**src/rtl/lc3b_types.sv**
```systemverilog
// Shared types for the multiport nonblocking cache pmem-side logic.
// Holds the scheduler state enum used by mpnc_pmem_scheduler.
// No logic here; types and constants only.
package lc3b_types;

  typedef enum logic [2:0] {
    S_IDLE     = 3'd0,
    S_READ     = 3'd1,
    S_FILL_REQ = 3'd2,
    S_EVICT    = 3'd3,
    S_FILL     = 3'd4,
    S_WRITE    = 3'd5
  } lc3b_mpnc_sched_state;

endpackage

```
**src/rtl/mpnc_pmem_scheduler.sv**
```systemverilog
// Chooses between MSHR line fills and RPB writebacks on the single pmem port,
// then installs a returned line into the two-way arrays (evicting a dirty victim).
// Latency: pmem latency + >=1 grant wait + optional evict + 1 install; holds on missing grant/resp.
module mpnc_pmem_scheduler
  import lc3b_types::*;
#(
  parameter int STARVE_LIMIT = 4
) (
  input  logic       clk,
  input  logic       reset,
  input  logic       mshr_wait,
  input  logic       mshr_dirty,
  input  logic       rpb_wait,
  input  logic       rpb_full,
  input  logic       pmem_resp,
  input  logic       lru_out,
  input  logic [1:0] victim_dirty,
  input  logic       fill_grant,
  output logic       pmem_read,
  output logic       pmem_write,
  output logic       rw_sel,
  output logic       mshr_load_line,
  output logic       inc_mshr_ptr,
  output logic       inc_rpb_ptr,
  output logic       rpb_load_line,
  output logic       fill_req,
  output logic [1:0] load_data,
  output logic [1:0] load_valid,
  output logic [1:0] load_dirty,
  output logic [1:0] dirty_in,
  output logic       update_lru,
  output logic       lru_in,
  output logic       load_dirty_sel
);

  localparam int CW = $clog2(STARVE_LIMIT + 1);

  lc3b_mpnc_sched_state state, next_state;
  logic [CW-1:0]        starve_cnt;
  logic                 way;
  logic [1:0]           way_mask;

  // State, latched victim way and saturating fill-starvation counter.
  always_ff @(posedge clk) begin
    if (reset) begin
      state      <= S_IDLE;
      starve_cnt <= '0;
      way        <= 1'b0;
    end else begin
      state <= next_state;
      // The last value sampled in FILL_REQ is the one carried into EVICT/FILL.
      if (state == S_FILL_REQ) begin
        way <= lru_out;
      end
      if (state == S_IDLE && (next_state == S_WRITE || !rpb_wait)) begin
        starve_cnt <= '0;
      end else if (state == S_FILL && rpb_wait && starve_cnt != CW'(STARVE_LIMIT)) begin
        starve_cnt <= starve_cnt + CW'(1);
      end
    end
  end

  // Next-state arbitration and Moore output decode; pulses tied to pmem_resp.
  always_comb begin
    next_state     = state;
    way_mask       = way ? 2'b10 : 2'b01;
    pmem_read      = 1'b0;
    pmem_write     = 1'b0;
    rw_sel         = 1'b1;
    mshr_load_line = 1'b0;
    inc_mshr_ptr   = 1'b0;
    inc_rpb_ptr    = 1'b0;
    rpb_load_line  = 1'b0;
    fill_req       = 1'b0;
    load_data      = 2'b00;
    load_valid     = 2'b00;
    load_dirty     = 2'b00;
    dirty_in       = 2'b00;
    update_lru     = 1'b0;
    lru_in         = 1'b0;
    load_dirty_sel = 1'b0;
    case (state)
      S_IDLE: begin
        // A full RPB must drain first; otherwise fills win until they starve writebacks.
        if (rpb_wait && rpb_full) begin
          next_state = S_WRITE;
        end else if (mshr_wait && starve_cnt < CW'(STARVE_LIMIT)) begin
          next_state = S_READ;
        end else if (rpb_wait) begin
          next_state = S_WRITE;
        end else if (mshr_wait) begin
          next_state = S_READ;
        end
      end
      S_READ: begin
        pmem_read = 1'b1;
        // Reset abandons the transfer without committing the line.
        mshr_load_line = pmem_resp && !reset;
        if (pmem_resp) begin
          next_state = S_FILL_REQ;
        end
      end
      S_FILL_REQ: begin
        fill_req       = 1'b1;
        load_dirty_sel = 1'b1;
        // A dirty victim with nowhere to go leaves us waiting even when granted.
        if (fill_grant) begin
          if (!victim_dirty[lru_out]) begin
            next_state = S_FILL;
          end else if (!rpb_full) begin
            next_state = S_EVICT;
          end
        end
      end
      S_EVICT: begin
        fill_req      = 1'b1;
        rpb_load_line = 1'b1;
        next_state    = S_FILL;
      end
      S_FILL: begin
        fill_req     = 1'b1;
        load_data    = way_mask;
        load_valid   = way_mask;
        load_dirty   = way_mask;
        dirty_in     = mshr_dirty ? way_mask : 2'b00;
        update_lru   = 1'b1;
        lru_in       = ~way;
        inc_mshr_ptr = 1'b1;
        next_state   = S_IDLE;
      end
      S_WRITE: begin
        pmem_write  = 1'b1;
        rw_sel      = 1'b0;
        inc_rpb_ptr = pmem_resp && !reset;
        if (pmem_resp) begin
          next_state = S_IDLE;
        end
      end
      default: begin
        next_state = S_IDLE;
      end
    endcase
  end

endmodule

```
**config.mk**
```make
export PLATFORM = sky130hd
export DESIGN_NAME = mpnc_pmem_scheduler
export DESIGN_NICKNAME = d
export VERILOG_FILES = /design/src/rtl/lc3b_types.sv /design/src/rtl/mpnc_pmem_scheduler.sv
export SDC_FILE = /design/constraint.sdc
export NUM_CORES = 1
export LEC_CHECK = 0
export ABC_AREA = 1
export ABC_CLOCK_PERIOD_IN_PS = 2940
export CORE_MARGIN = 2
export CORE_UTILIZATION = 39
export DETAILED_ROUTE_END_ITERATION = 6
export GPL_TIMING_DRIVEN = 0
export PLACE_DENSITY = 0.81
export SYNTH_ARGS = -nofsm -noshare
export SYNTH_HDL_FRONTEND = slang
export SYNTH_SLANG_ARGS = --single-unit
```
**constraint.sdc**
```tcl
create_clock -name clk -period 2.94 [get_ports clk]
set_input_delay 0.882 -clock clk [delete_from_list [all_inputs] [get_ports clk]]
set_output_delay 0.882 -clock clk [all_outputs]
set_load 0.05 [all_outputs]
```
### After elaboration in Yosys (flattened, before gate mapping)

Cells that the tools add are included.

| storage, ports and cells | value |
|---|---|
| word-level logic and storage cells | 52 |
| flip-flop bits (word level) | 7 |
| output and inout port bits | 19 |
| bits of input ports | 11 |

| operators by class | value |
|---|---|
| $add $sub $neg | 1 |
| $lt $le $gt $ge | 2 |
| eq/ne operators | 7 |
| reductions and logical operators | 12 |
| bitwise operators | 1 |
| multiplexer cells | 26 |

Operator list:

| cell | count |
|---|---|
| two-way mux 3 bit | 9 |
| one-hot mux 3 bit (5 select lines) | 1 |
| two-way mux 1 bit | 12 |
| == test 3 bit, second input constant | 3 |
| two-way mux 2 bit | 4 |
| == test 3 x 2 -> 1 bit, second input constant | 2 |
| logical AND 1 bit | 6 |
| adder 3 x 1 -> 3 bit, second input constant | 1 |
| == test 3 x 1 -> 1 bit, second input constant | 1 |
| logical NOT 3 bit | 1 |
| < comparator 3 bit, second input constant | 1 |
| != test 3 bit, second input constant | 1 |
| OR reduction 3 bit | 1 |
| logical NOT 1 bit | 2 |
| < comparator 1 x 2 -> 1 bit, second input constant | 1 |
| OR reduction 2 bit | 1 |
| logical OR 1 bit | 1 |
| inverter 1 bit | 1 |

### Depth between registers and ports, before layout

Gate-level depths: netlist of the first run.

| logic depth | value |
|---|---|
| word-level depth | 9 |
| mapped depth | 9 |
| gate-level depth less buffers | 9 |

### Worst setup path after synthesis of the first run

OpenSTA, ideal clock, no wires.

| timing path | value |
|---|---|
| path type | register to output |
| from | reg state[2] |
| to | out inc_rpb_ptr |
| path buffers | 0 |
| data required time | 2058 ps |
| cell stages (with the launch flop) | 3 |
| arrival time | 2093 ps |
| path slack | -35 ps |
| path through | dfxtp_1 > nand3_1 > nor3_1 |

| between the ends | value |
|---|---|
| cells in the longest elaborated chain, start to end | 2 |

RTL lines:

| element | RTL line | RTL |
|---|---|---|
| from (decl) | mpnc_pmem_scheduler.sv:38 | `lc3b_mpnc_sched_state state, next_state;` |
| from (signal assigned) | mpnc_pmem_scheduler.sv:50 | `state <= next_state;` |
| == test 3 bit | mpnc_pmem_scheduler.sv:82 | `case (state)` |
| two-way mux 1 bit | mpnc_pmem_scheduler.sv:82 |  |
| to (decl) | mpnc_pmem_scheduler.sv:24 | `output logic inc_rpb_ptr,` |

No other way between the ends.

### Final worst setup path of the first run

| timing path | value |
|---|---|
| from | in pmem_resp |
| to | out mshr_load_line |

| between the ends | value |
|---|---|
| cells in the longest elaborated chain, start to end | 2 |

RTL lines:

| element | RTL line | RTL |
|---|---|---|
| from (decl) | mpnc_pmem_scheduler.sv:15 | `input logic pmem_resp,` |
| logical AND 1 bit | mpnc_pmem_scheduler.sv:98 | `mshr_load_line = pmem_resp && !reset;` |
| two-way mux 1 bit | mpnc_pmem_scheduler.sv:82 |  |
| to (decl) | mpnc_pmem_scheduler.sv:22 | `output logic mshr_load_line,` |

No other way between the ends.

==> results of run 1 <==
## cells in the mapped netlist
cell type	instances	share of area (%)
a21oi_1	2	1.9
a31oi_1	2	2.3
buf_4	6	8.4
dfxtp_1	7	26
ha_1	2	4.7
inv_1	19	13
inv_2	3	2.1
nand2_1	12	8.4
nand2_2	2	2.3
nand3_1	5	4.7
nor2_1	18	13
nor2_2	1	1.2
nor2_4	1	2.1
nor3_1	3	2.8
o21ai_0	3	2.8
o21bai_1	1	1.4
xnor2_1	1	1.6
xor2_1	1	1.6
## sequential cells by signal (all words and copies together), names as in the netlist
| signal | count |
|---|---|
| starve_cnt | 3 |
| way | 1 |
| state | 3 |
## cells by family after synthesis
group / share of synthesized area, %
AOI/OAI and AO/OA: 8.37
xor gates and xnor gates: 3.26
adders and majority gates: 4.65
buffers and inverters: 23.7
DFF: 26.0
and+or+nand+nor: 34.0
## layer usage
metal  up-vias  global-route usage, %  part of all wire (%)
met3         5                   3.26                   5.0
met1       256                   21.2                    44
met2        20                   28.9                    48
met5         -                      0                     0
met4         0                   9.68                   2.6
li1        328                      -                     -
## report_power, final
group          switching (uW)  internal (uW)  total [uW]
Combinational             101           56.7         158
Clock                    40.9           52.2        93.0
Sequential               6.48            101         107
Total                     148            209         358
## worst min-delay path: cells and delay by family (launching register included)
kind / cells / cell delay, ps
XOR/XNOR: 1 / 90
buffers and inverters: 1 / 40
flip-flops: 1 / 370
AND/OR/NAND/NOR: 1 / 40
## stage by stage
stage / worst slack, ps / total power (uW)
after floorplan: 17.8 / 216
after global placement: -383 / 267
after detailed placement: -397 / 270
after CTS: 24.0 / 359
after global routing: 14.4 / 377
final: 73.4 / 358
## worst paths after layout
| kind | slack, ps | cells past startpoint | to |
|---|---|---|---|
| setup reg to reg | 1650 | 9 | starve_cnt[2] |
| setup / recovery | 70 | 4 | mshr_load_line |
| hold / removal | 580 | 3 | starve_cnt[2] |
| hold reg to reg | 580 | 3 | starve_cnt[2] |
## final cells by class
cell class / instances / area (sq um)
fillers: 127 / 420
repair buffers: 29 / 293
multi-input cells: 54 / 275
flip-flops and latches: 7 / 140
inverters: 22 / 82.6
plain buffers: 6 / 45.0
clock buffers: 4 / 26.3
well taps: 15 / 18.8
## repair_timing
item | in CTS | in global routing
endpoints found under the setup margin | 7 | 4
gates resized for setup | 17 | 5
setup buffers | 0 | 0
==> impl_metrics.tcl, run 1 <==
set metrics [dict create \
    status "completed" \
    p_per_area_nw_per_um2 406 \
    ir_drop_mv 0.246 \
    dpl.hpwl_um 1010 \
    fin_skew_ps 3.02 \
    die_y_um 41.1 \
    clock_sinks 7 \
    clkTransAtPathRegs_ps 50 \
    synth.cell_area_sq_um 538 \
    dp.cells 133 \
    vias_per_cell 4.45 \
    num_rows 13 \
    antenna_found_initial 0 \
    gp_congestion 0.765 \
    finalCriticalPeriod_ps 2870 \
    whs_ps 576 \
    rsz0062_at_grt "no" \
    first_pass_iters 4 \
    wl_per_cell_um 9.13 \
    holdCritStartpoint "starve_cnt[2]" \
    vias 609 \
    fmax_mhz 349 \
    critPathLaunch "pmem_resp" \
    fin_tns_setup_ps 0 \
    overflow 0 \
    cp-end-kind "primary output" \
    arrival_ps 1980 \
    path_class "in2out" \
    routed_wl_um 1250 \
    start_kind "primary input" \
    crit-reg2reg-launch "starve_cnt[0]" \
    syn-num-nets 102 \
    max_slew.worst_pin.slew_ps 503 \
    yosysWarningCount 0 \
    yosysUniqueCellTypes 18 \
    postCtsHoldBufs 0 \
    placed_area_sq_um 852 \
    critPathBufInv 2 \
    first_iter_violations 12 \
    timing.final.crit_share_pct 97.5 \
    synth_seq_cells 7 \
    ioPinCount 30 \
    start_util_pct 41.3 \
    avgSynthCellArea_sq_um 6.05 \
    drive_gt1_share_pct 17.2 \
    fp.dieW_um 41.1 \
    setup_viol 0 \
    coreArea_sq_um 1300 \
    path_cells "clkdlybuf4s50_1 -> nand2_1 -> nor2_1 -> clkdlybuf4s15_2" \
    clock_latency_ps 260 \
    clock-root-buffer "clkbuf_4" \
    final_antenna_net_count 0 \
    final_cell_mix "inv_1 (19), clkdlybuf4s50_1 (19), nor2_1 (18)" \
    grt_pass1_vias 500 \
    hold_viol_final 0 \
    grt_pass1_wl_um 1930 \
    cts_tree "yes" \
    final_util_pct 67.7 \
    cts_max_path_buffers 2 \
    grt_max_degree 8 \
    final_cell_area_sq_um 881 \
    min_path_type "reg2reg" \
    portBuffers 29 \
    antenna_cells 0 \
    postSynthCellCount 89 \
    p_leak_uw 0.000482 \
    htreeDepth 1 \
    cap_violations 0 \
    cpMaxStageDelayCell "clkdlybuf4s50_1" \
    timing.max_slew.rel_slack_pct 66.4 \
    nets 136 \
    grt_use_total_pct 17.5 \
    critical_path.max_fanout 4 \
    layout.cells.non_filler 137 \
    cp.required_ps 2060 \
    max_stage_delay_ps 530 \
    yosysSeqAreaShare_pct 26.0 \
    synthToLayoutAreaGrowth_pct 63.7 \
    cp_top_family "buffers and inverters" \
    dieArea_sq_um 1690 \
    numCtsBuffers 3 \
    maxSlewViolCount 0 \
    drc 0 \
]
No activity file was read; power rests on OpenSTA's default activity.
==> inputs of run 2 (changes only) <==
--- a/config.mk
+++ b/config.mk
@@ -7,6 +7,7 @@
 export LEC_CHECK = 0
 export ABC_AREA = 1
 export ABC_CLOCK_PERIOD_IN_PS = 2940
+export CAP_MARGIN = 20
 export CORE_MARGIN = 2
 export CORE_UTILIZATION = 39
 export DETAILED_ROUTE_END_ITERATION = 6
==> results of run 2 <==
Same layout as run 1: the final DEF is identical, and so are final timing and power.
==> inputs of run 3 (changes only) <==
--- a/config.mk
+++ b/config.mk
@@ -8,10 +8,10 @@
 export ABC_AREA = 1
 export ABC_CLOCK_PERIOD_IN_PS = 2940
 export CAP_MARGIN = 20
-export CORE_MARGIN = 2
 export CORE_UTILIZATION = 39
 export DETAILED_ROUTE_END_ITERATION = 6
 export GPL_TIMING_DRIVEN = 0
+export MAX_ROUTING_LAYER = met4
 export PLACE_DENSITY = 0.81
 export SYNTH_ARGS = -nofsm -noshare
 export SYNTH_HDL_FRONTEND = slang
==> run 3 against run 2 <==
Sequential share of layout area unchanged. Global-route usage is 1.2 points higher. Setup slack gained 16 ps. Clock skew increased by 2.9 ps. Critical path type unchanged. Utilization up 0.86 points. Via count decreased by 0.49%.
==> impl_metrics.tcl, run 3 (synthesis results as in run 1) <==
set metrics [dict create \
    status "completed" \
    ioPinCount 30 \
    cap_violations 0 \
    cp.required_ps 2060 \
    start_util_pct 41.9 \
    fin_skew_ps 5.96 \
    cpMaxStageDelayCell "clkdlybuf4s50_1" \
    antenna_cells 0 \
    nets 136 \
    arrival_ps 1970 \
    cp_top_family "buffers and inverters" \
    first_pass_iters 4 \
    p_leak_uw 0.000482 \
    clock_sinks 7 \
    finalCriticalPeriod_ps 2850 \
    first_iter_violations 12 \
    num_rows 13 \
    post_cts_buffers 0 \
    ff_latch_area_sq_um 140 \
    vias_per_cell 4.42 \
    postCtsHoldBufs 0 \
    start_kind "primary input" \
    grt_max_degree 8 \
    critical_path.max_fanout 4 \
    die_y_um 39.1 \
    dieArea_sq_um 1530 \
    p_per_area_nw_per_um2 402 \
    gp_congestion 0.778 \
    rsz0062_at_grt "no" \
    max_stage_delay_ps 530 \
    hold_viol_final 0 \
    final_cell_mix "inv_1 (19), clkdlybuf4s50_1 (19), nor2_1 (18)" \
    overflow 0 \
    clock-root-buffer "clkbuf_4" \
    fillCellCount 127 \
    largestRegisters "starve_cnt (3), state (3), way (1)" \
    wl_per_cell_um 9.00 \
    fp.dieW_um 39.1 \
    clock_latency_ps 260 \
    multi_input_area_sq_um 275 \
    ir_drop_mv 0.292 \
    cts_tree "yes" \
    timing.final.crit_share_pct 96.9 \
    numCtsBuffers 3 \
    fin_tns_setup_ps 0 \
    timing.max_slew.rel_slack_pct 66.3 \
    setup_viol 0 \
    max_slew.worst_pin.slew_ps 505 \
    path_cells "clkdlybuf4s50_1 -> nand2_1 -> nor2_1 -> clkdlybuf4s15_2" \
    drc 0 \
    ctsResizeCount 17 \
    cp-end-kind "primary output" \
    routed_wl_um 1230 \
    antenna_found_initial 0 \
    grt_pass1_vias 456 \
    min_path_type "reg2reg" \
    clkTransAtPathRegs_ps 50 \
    final_antenna_net_count 0 \
    vias 606 \
    htreeDepth 1 \
    grt_use_total_pct 18.7 \
    synthToLayoutAreaGrowth_pct 63.7 \
    cts_max_path_buffers 2 \
    grt_pass1_wl_um 1840 \
    drive_gt1_share_pct 17.2 \
    critPathBufInv 2 \
    fmax_mhz 351 \
    final_util_pct 68.5 \
    path_class "in2out" \
    coreArea_sq_um 1280 \
    maxSlewViolCount 0 \
    dpl.hpwl_um 1000 \
    portBuffers 29 \
]
[run 3: where the power goes]
group          leakage, uW  total [uW]  switching (uW)  internal [uW]
Combinational     0.000410         158             101           56.7
Sequential       0.0000570         107            6.45            101
Clock            0.0000150        88.7            36.8           51.9
Total             0.000482         354             144            209
[run 3: routing by layer]
layer | vias up | global-route usage [%] | share of wire, %
met4 | 0 | 5.17 | 0.65
met5 | - | - | 0
met1 | 259 | 21.2 | 42
met3 | 2 | 6.94 | 5.4
met2 | 19 | 30.8 | 52
li1 | 326 | - | -
[run 3: worst reg2reg max path, cell delays in order (launching register included)]
cell and delay (ps):
dfxtp_1 330, inv_1 70, ha_1 200, nand2_1 60, nand2_1 70, nor2_4 150
nand2_1 90, xnor2_1 170, inv_1 60, nor2_1 90
[run 3: layout make-up]
cell class / count / area share (%)
repair buffers: 29 / 33.2
plain buffers: 6 / 5.11
flip-flops and latches: 7 / 15.9
inverters: 22 / 9.37
multi-input cells: 54 / 31.2
clock buffers: 4 / 2.98
well taps: 15 / 2.13
[run 3: final timing paths]
kind,startpoint,to,slack [ps],cells after the start
min,starve_cnt[0],starve_cnt[0],590,3
max reg2reg,starve_cnt[0],starve_cnt[2],1600,9
min reg2reg,starve_cnt[0],starve_cnt[0],590,3
max,pmem_resp,mshr_load_line,90,4
[run 3: metrics by stage]
stage	instances	hold WS [ps]	worst slack (ps)	instance area (sq um)	power [uW]
final	137	587	89.7	881	354
after global routing	137	618	11.7	881	375
after CTS	137	594	16.5	880	355
after detailed placement	133	553	-419	852	270
after global placement	133	557	-383	852	267
after floorplan	89	527	17.8	543	216
